**src/rtl/pmem_burst_if.sv**
```systemverilog
// Cache-side line port and memory-side burst port of the pmem burst adaptor.
// slave is the adaptor's view; master is the view of the cache plus memory around it.
interface pmem_burst_if #(
  parameter int s_line  = 256,
  parameter int s_burst = 64
);
  logic [31:0]        pmem_address;
  logic               pmem_read;
  logic               pmem_write;
  logic [s_line-1:0]  pmem_wdata;
  logic [s_line-1:0]  pmem_rdata;
  logic               pmem_resp;
  logic [31:0]        burst_address;
  logic               burst_read;
  logic               burst_write;
  logic [s_burst-1:0] burst_wdata;
  logic [s_burst-1:0] burst_rdata;
  logic               burst_resp;

  modport slave (
    input  pmem_address, pmem_read, pmem_write, pmem_wdata, burst_rdata, burst_resp,
    output pmem_rdata, pmem_resp, burst_address, burst_read, burst_write, burst_wdata
  );

  modport master (
    output pmem_address, pmem_read, pmem_write, pmem_wdata, burst_rdata, burst_resp,
    input  pmem_rdata, pmem_resp, burst_address, burst_read, burst_write, burst_wdata
  );
endinterface

```
**src/rtl/pmem_burst_adaptor.sv**
```systemverilog
// Converts 256-bit cache line reads/writebacks into 4-beat 64-bit memory bursts
// and returns a one-cycle pmem_resp when the line transfer is complete.
module pmem_burst_adaptor #(
  parameter int s_line   = 256,
  parameter int s_burst  = 64,
  parameter int s_offset = 5
) (
  input logic            clk,
  input logic            rst,
  pmem_burst_if.slave    bus
);
  localparam int s_beats = s_line / s_burst;
  localparam int s_cnt   = $clog2(s_beats);
  localparam int s_sh    = $clog2(s_burst);

  localparam logic [1:0] IDLE = 2'd0;
  localparam logic [1:0] RD   = 2'd1;
  localparam logic [1:0] WR   = 2'd2;
  localparam logic [1:0] DONE = 2'd3;

  localparam logic [31:0]      addr_mask = ~((32'd1 << s_offset) - 32'd1);
  localparam logic [s_cnt-1:0] cnt_last  = s_cnt'(s_beats - 1);

  logic [1:0]        state_q, state_d;
  logic [s_cnt-1:0]  cnt_q, cnt_d;
  logic [s_line-1:0] line_q, line_d;
  logic [s_line-1:0] rdata_q, rdata_d;
  logic [31:0]       addr_q, addr_d;
  logic              resp_q, resp_d;
  logic              rd_q, rd_d;
  logic              wr_q, wr_d;

  logic [s_cnt+s_sh-1:0] beat_base;
  logic                  last_beat;

  assign beat_base = {cnt_q, {s_sh{1'b0}}};
  assign last_beat = (cnt_q == cnt_last);

  always_comb begin
    state_d = state_q;
    cnt_d   = cnt_q;
    line_d  = line_q;
    rdata_d = rdata_q;
    addr_d  = addr_q;
    resp_d  = 1'b0;
    rd_d    = 1'b0;
    wr_d    = 1'b0;
    case (state_q)
      IDLE: begin
        // Writeback has priority; a concurrent read is picked up after DONE if still held.
        if (bus.pmem_write) begin
          state_d = WR;
          line_d  = bus.pmem_wdata;
          addr_d  = bus.pmem_address & addr_mask;
          cnt_d   = {s_cnt{1'b0}};
          wr_d    = 1'b1;
        end else if (bus.pmem_read) begin
          state_d = RD;
          addr_d  = bus.pmem_address & addr_mask;
          cnt_d   = {s_cnt{1'b0}};
          rd_d    = 1'b1;
        end else begin
          state_d = IDLE;
        end
      end
      RD: begin
        rd_d = 1'b1;
        if (bus.burst_resp) begin
          line_d[beat_base +: s_burst] = bus.burst_rdata;
          cnt_d = cnt_q + 1'b1;
          if (last_beat) begin
            state_d = DONE;
            rd_d    = 1'b0;
            resp_d  = 1'b1;
            rdata_d = line_d;
          end else begin
            state_d = RD;
          end
        end else begin
          state_d = RD;
        end
      end
      WR: begin
        wr_d = 1'b1;
        if (bus.burst_resp) begin
          cnt_d = cnt_q + 1'b1;
          if (last_beat) begin
            state_d = DONE;
            wr_d    = 1'b0;
            resp_d  = 1'b1;
          end else begin
            state_d = WR;
          end
        end else begin
          state_d = WR;
        end
      end
      DONE: begin
        state_d = IDLE;
      end
      default: begin
        state_d = IDLE;
      end
    endcase
  end

  always_ff @(posedge clk or posedge rst) begin
    if (rst) begin
      state_q <= IDLE;
      cnt_q   <= {s_cnt{1'b0}};
      line_q  <= {s_line{1'b0}};
      rdata_q <= {s_line{1'b0}};
      addr_q  <= 32'd0;
      resp_q  <= 1'b0;
      rd_q    <= 1'b0;
      wr_q    <= 1'b0;
    end else begin
      state_q <= state_d;
      cnt_q   <= cnt_d;
      line_q  <= line_d;
      rdata_q <= rdata_d;
      addr_q  <= addr_d;
      resp_q  <= resp_d;
      rd_q    <= rd_d;
      wr_q    <= wr_d;
    end
  end

  assign bus.pmem_rdata    = rdata_q;
  assign bus.pmem_resp     = resp_q;
  assign bus.burst_address = addr_q;
  assign bus.burst_read    = rd_q;
  assign bus.burst_write   = wr_q;
  // Gated so the write beat bus is quiet outside WR, including while in reset.
  assign bus.burst_wdata   = (state_q == WR) ? line_q[beat_base +: s_burst] : {s_burst{1'b0}};
endmodule

```
**src/flat_wrapper.sv**
```systemverilog
// flat-port wrapper written by rule: the top's interface ports become plain ports
module pmem_burst_adaptor_flat 
#(
  parameter int s_line   = 256,
  parameter int s_burst  = 64,
  parameter int s_offset = 5
)
  (clk, rst, bus_pmem_address, bus_pmem_read, bus_pmem_write, bus_pmem_wdata, bus_burst_rdata, bus_burst_resp, bus_pmem_rdata, bus_pmem_resp, bus_burst_address, bus_burst_read, bus_burst_write, bus_burst_wdata);
  pmem_burst_if #(.s_line(s_line), .s_burst(s_burst)) bus_i ();
  input logic clk;
  input logic rst;
  input wire logic [$bits(bus_i.pmem_address)-1:0] bus_pmem_address;
  input wire logic [$bits(bus_i.pmem_read)-1:0] bus_pmem_read;
  input wire logic [$bits(bus_i.pmem_write)-1:0] bus_pmem_write;
  input wire logic [$bits(bus_i.pmem_wdata)-1:0] bus_pmem_wdata;
  input wire logic [$bits(bus_i.burst_rdata)-1:0] bus_burst_rdata;
  input wire logic [$bits(bus_i.burst_resp)-1:0] bus_burst_resp;
  output wire logic [$bits(bus_i.pmem_rdata)-1:0] bus_pmem_rdata;
  output wire logic [$bits(bus_i.pmem_resp)-1:0] bus_pmem_resp;
  output wire logic [$bits(bus_i.burst_address)-1:0] bus_burst_address;
  output wire logic [$bits(bus_i.burst_read)-1:0] bus_burst_read;
  output wire logic [$bits(bus_i.burst_write)-1:0] bus_burst_write;
  output wire logic [$bits(bus_i.burst_wdata)-1:0] bus_burst_wdata;
  assign bus_i.pmem_address = bus_pmem_address;
  assign bus_i.pmem_read = bus_pmem_read;
  assign bus_i.pmem_write = bus_pmem_write;
  assign bus_i.pmem_wdata = bus_pmem_wdata;
  assign bus_i.burst_rdata = bus_burst_rdata;
  assign bus_i.burst_resp = bus_burst_resp;
  assign bus_pmem_rdata = bus_i.pmem_rdata;
  assign bus_pmem_resp = bus_i.pmem_resp;
  assign bus_burst_address = bus_i.burst_address;
  assign bus_burst_read = bus_i.burst_read;
  assign bus_burst_write = bus_i.burst_write;
  assign bus_burst_wdata = bus_i.burst_wdata;
  pmem_burst_adaptor #(.s_line(s_line), .s_burst(s_burst), .s_offset(s_offset)) u_core (.clk(clk), .rst(rst), .bus(bus_i));
endmodule
```
**config.mk**
```make
export PLATFORM = sky130hd
export DESIGN_NAME = pmem_burst_adaptor_flat
export DESIGN_NICKNAME = d
export VERILOG_FILES = /design/src/rtl/pmem_burst_if.sv /design/src/rtl/pmem_burst_adaptor.sv /design/src/flat_wrapper.sv
export SDC_FILE = /design/constraint.sdc
export NUM_CORES = 1
export LEC_CHECK = 0
export ABC_AREA = 1
export ABC_CLOCK_PERIOD_IN_PS = 19500
export BUFFER_PORTS_ARGS = -buffer_cell sky130_fd_sc_hd__buf_2
export CORE_AREA = 4 4 362 364
export DETAILED_ROUTE_END_ITERATION = 10
export DIE_AREA = 0 0 366 368
export HOLD_SLACK_MARGIN = 0.02
export PLACE_DENSITY = 0.41
export SETUP_SLACK_MARGIN = 0.3
export SLEW_MARGIN = 15
export SYNTH_ARGS = -nofsm -noshare
export SYNTH_HDL_FRONTEND = slang
export SYNTH_SLANG_ARGS = --single-unit
```
**constraint.sdc**
```tcl
create_clock -name clk -period 19.5 [get_ports clk]
set_input_delay 3.9 -clock clk [delete_from_list [all_inputs] [get_ports clk]]
set_output_delay 3.9 -clock clk [all_outputs]
set_load 0.1 [all_outputs]
```
## Word-level counts from Yosys, hierarchy flattened

Cells that the tools add are included.

- Register bits: 551
- Input bits: 357
- Output and inout bits: 355
- Logic and storage cells: 58

- Add/sub/neg operators: 2
- Equality and inequality tests: 8
- Shift-type cells: 3
- Mux-type cells: 28
- Reduce and logical (&&, ||, !) cells: 9

Operators with widths:

| kind | number |
|---|---|
| $mux W256 | 2 |
| $pmux W256 S2 | 1 |
| $bwmux W256 | 1 |
| $shift A64 B10 Y256 const A | 1 |
| $shiftx A256 B9 Y64 | 1 |
| $shiftx A64 B10 Y256 | 1 |
| $mux W32 | 2 |
| $mux W64 | 1 |
| $mux W2 | 6 |
| $mux W1 | 11 |
| $neg A8 Y10 | 1 |
| $reduce_and A3 Y1 | 3 |
| $pmux W2 S4 | 1 |
| $eq A2 B2 Y1 const B | 3 |
| $reduce_bool A2 Y1 | 3 |
| $ne A2 B2 Y1 const B | 2 |
| $pmux W1 S2 | 2 |
| $pmux W2 S2 | 1 |
| $ne A3 B3 Y1 const B | 1 |
| $add A2 B1 Y2 const B | 1 |
| $eq A2 B1 Y1 const B | 1 |
| $logic_not A2 Y1 | 1 |
| $ne A2 B1 Y1 const B | 1 |
| $reduce_and A2 Y1 | 1 |
| $reduce_or A2 Y1 | 1 |

## Longest topological paths before layout

- Depth after elaboration: 5
- Mapped depth: 14
- Depth with buffers taken out: 9

## Worst setup path before layout

No wires, ideal clock.

- Path kind: reg-to-output
- Start point: register u_core.cnt_q[0]
- End point: output port bus_burst_wdata[45]
- Data arrival time: 2.658 ns
- Data required time: 15.600 ns
- Setup slack: 12.942 ns
- Stages on the path, launching flop included: 8
- Path buffers: 4
- Cell sequence: dfrtp_1 -> buf_2 -> inv_2 -> buf_4 -> buf_4 -> clkbuf_1 -> o21ai_0 -> a21oi_1

- Word-level cells in the longest chain between the ends: 2

RTL lines:

| element | line | source |
|---|---|---|
| start, declared | pmem_burst_adaptor.sv:25 | `logic [s_cnt-1:0] cnt_q, cnt_d;` |
| start signal, assigned | pmem_burst_adaptor.sv:110 | `cnt_q <= {s_cnt{1'b0}};` |
| start signal, assigned | pmem_burst_adaptor.sv:119 | `cnt_q <= cnt_d;` |
| $shiftx A256 B9 Y64 | pmem_burst_adaptor.sv:135 | `assign bus.burst_wdata = (state_q == WR) ? line_q[beat_base +: s_burst] : {s_burst{1'b0}};` |
| $mux W64 | pmem_burst_adaptor.sv:135 |  |
| end, declared | flat_wrapper.sv:23 | `output wire logic [$bits(bus_i.burst_wdata)-1:0] bus_burst_wdata;` |

Every way passes these cells.

## Final worst setup path

- Start point: register u_core.cnt_q[0]
- End point: output port bus_burst_wdata[20]

The elaborated chain is that of the path after synthesis.

==> impl_metrics.py <==
metrics = {
    "synth": {
        "yosysWarnings": 0,
        "synth_compound_area_share_pct": 5.286,
        "syn_inst": 4647,
        "synth.largest_area_cell": "dfrtp_1",
        "yosys-mux-area-fraction_pct": 0,
        "synth_xor_area_share_pct": 0,
        "synth_top_family_by_area": "simple AND/OR/NAND/NOR gates",
        "synth_ff_type": "dfrtp_1",
        "ys_async_sr_fraction_pct": 100.0,
        "netlist_area_sq_um": 30460,
        "synthTopCellsByArea": "dfrtp_1 (45%), nand2_1 (25%), nor2_1 (10%)",
        "synth_common_cells": "nand2_1 (2054), nor2_1 (845), dfrtp_1 (546)",
        "synth_top_cell_area_share_pct": 44.85,
        "synth_edf_count": 0,
        "synthSimpleGateAreaFrac_pct": 43.22,
        "seq_area_frac_synth_pct": 44.85,
        "yosys_register_bits": 546,
        "synth_fa_ha_area_share_pct": 0.3697,
        "yosysMostFrequentCell": "nand2_1",
        "avgSynthCellArea_sq_um": 6.555,
        "synth_cell_types": 17,
    },
    "place": {
        "post_dp_cell_area_sq_um": 35170,
        "gp_congestion": 0.7995,
        "io_buffers": 701,
        "dp_hpwl_um": 99500,
    },
    "cells_and_area": {
        "drive_gt1_share_pct": 17.01,
        "layout.nets": 5537,
        "area_growth_pct": 23.89,
        "final_cell_area_sq_um": 37740,
    },
    "cts": {
        "cts_tree": "built",
        "path_clk_slew_ns": 0.06,
        "cts_num_sinks": 546,
        "clockBufferDepth": 3,
        "clk_latency_ns": 0.66,
        "cts_buffers": 77,
        "htreeDepth": 3,
        "post_cts_buffers": 0,
        "cts_hold_buf": 0,
        "cts_resized": 0,
        "cts-root-buf": "clkbuf_16",
    },
    "setup_path": {
        "crit_required_ns": 15.60,
        "critPathTopFamily": "buffers and inverters",
        "worst_setup_path_end_kind": "output pin",
        "crit_fanout": 60,
        "rrSetupSlack_ns": 14.39,
        "start_kind": "flop",
        "cp_data_arrival_time_ns": 3.97,
        "slowest_stage": "buf_4",
        "critPathBufInv": 3,
        "critPathMaxStageDelay_ns": 0.78,
        "worstSetupPathType": "flop to output pin",
        "crit_chain": "buf_4 > buf_4 > nor2_1 > nor2_1 > o21ai_0 > a21oi_1 > buf_2",
    },
    "sta": {
        "final.setup.tns_ns": 0,
        "max_slew.worst_pin.slew_ns": 1.156,
        "hold_viol_final": 0,
        "period_share_pct": 40.35,
        "max_freq_ghz": 0.1271,
        "max_slew_margin_pct": 22.76,
        "final.setup_skew_ns": 0.01978,
        "grt_setup_unrepaired": "false",
        "final_max_slew_viol_count": 0,
        "post-route-min-period_ns": 7.868,
        "setup_violations": 0,
    },
    "floorplanning": {
        "core-area_sq_um": 127400,
        "num_io_pins": 712,
        "die_w_um": 366,
        "die_height_um": 368,
        "initial_core_util_pct": 23.92,
        "rows": 131,
        "design.die.area_sq_um": 134700,
    },
    "drt": {
        "first_pass_iters": 6,
        "via_per_inst": 4.637,
        "drtIter0Drc": 2624,
        "wl_per_cell_um": 22.01,
        "post-route-drc-count": 0,
        "antenna_left": 0,
        "route.vias.total": 32040,
        "postRouteWirelength_um": 152000,
    },
    "power_and_ir_drop": {
        "power.total_mw": 8.436,
        "p_per_area_nw_per_um2": 223.5,
        "vdd_drop_max_v": 0.0001035,
        "leakagePower_nw": 20.91,
    },
    "global_route": {
        "grt_pass1_vias": 31930,
        "overflow": 0,
        "grt_pass1_wl_um": 222600,
        "grt_use_total_pct": 21.93,
        "grt_start_max_net_pins": 123,
        "antenna_found_initial": 32,
    },
    "run_status": {
        "status": "finished clean",
    },
    "job": {
        "cap_violations": 0,
    },
    "worst_hold_path": {
        "hp-class": "flop to flop",
    },
}
per-layer routing:
metal	GRT usage, %	up-vias	routed length [um]
met5	0	-	27
met4	7.283	4	4575
met1	29.22	15300	67780
li1	-	15490	-
met3	6.101	214	11950
met2	34.26	1022	67720
placed cells by master (no fill, tap or decap), drive strengths merged:
master	instances
dfrtp	546
o21a	64
ha	9
buf	750
clkinvlp	1
inv	142
a21oi	64
diode	20
nand3	450
clkinv	13
o21ai	161
bufinv	4
clkbuf	114
nor2	850
nand2	2054
conb	5
path summary, 6_finish.rpt:
path                                             from  depth (start not counted)                         end
hold / removal             u_core.bus.pmem_rdata[171]                          2  u_core.bus.pmem_rdata[171]
setup reg to reg                    u_core.state_q[1]                         10           u_core.line_q[26]
hold reg to reg            u_core.bus.pmem_rdata[171]                          2  u_core.bus.pmem_rdata[171]
min in group asynchronous                         rst                          2  u_core.bus.pmem_rdata[129]
max in group asynchronous                         rst                          5          u_core.line_q[115]
setup / recovery                      u_core.cnt_q[0]                          7         bus_burst_wdata[20]
where the power goes:
| group | leakage (nW) | total [mW] | internal (mW) | switching (mW) |
|---|---|---|---|---|
| combinational | 12.7 | 4.99 | 0.905 | 4.09 |
| sequential | 7.00 | 1.99 | 1.63 | 0.359 |
| clock | 1.24 | 1.45 | 0.853 | 0.600 |
worst min-delay path, cell delays in order (launching register included):
cell and delay, ns:
dfrtp_1 0.33, nand2_1 0.05, nand2_1 0.05
flip-flops by register name, summed over array words and instances (netlist names):
register                  count
u_core.bus.pmem_rdata       256
u_core.line_q               256
u_core.bus.burst_address     27
u_core.cnt_q                  2
u_core.state_q                2
u_core.bus.burst_read         1
u_core.bus.burst_write        1
u_core.bus.pmem_resp          1
logic make-up (layout without fill, tap and decap cells):
kind of cell	Yosys count	after routing
fa+ha+maj	9	9
other cells	1	25
buf+inv	448	1024
flops	546	546
simple gates	3354	3354
compound gates	289	289
cell type report:
| type | count | area (sq um) |
|---|---|---|
| antenna | 20 | 50.05 |
| clock buffer | 114 | 2246 |
| clock inverter | 21 | 275.3 |
| fill | 14350 | 89620 |
| inverter | 139 | 555.5 |
| multi-input combinational | 3657 | 14970 |
| sequential | 546 | 13670 |
| tap | 1662 | 2079 |
| timing repair buffer | 750 | 3889 |
per-stage QoR:
stage | worst slack, ns | hold WS [ns] | std cells | utilization (%)
finish | 11.63 | 0.4705 | 6909 | 29.63
global route | 11.44 | 0.4911 | 6900 | 29.62
CTS | 11.56 | 0.4762 | 6889 | 29.59
detailed placement | 11.93 | 0.4605 | 6754 | 27.61
global placement | 11.90 | 0.4579 | 6754 | 27.61
floorplan | 0.3362 | 0.4655 | 4651 | -
Power figures use the tool's default switching activity.
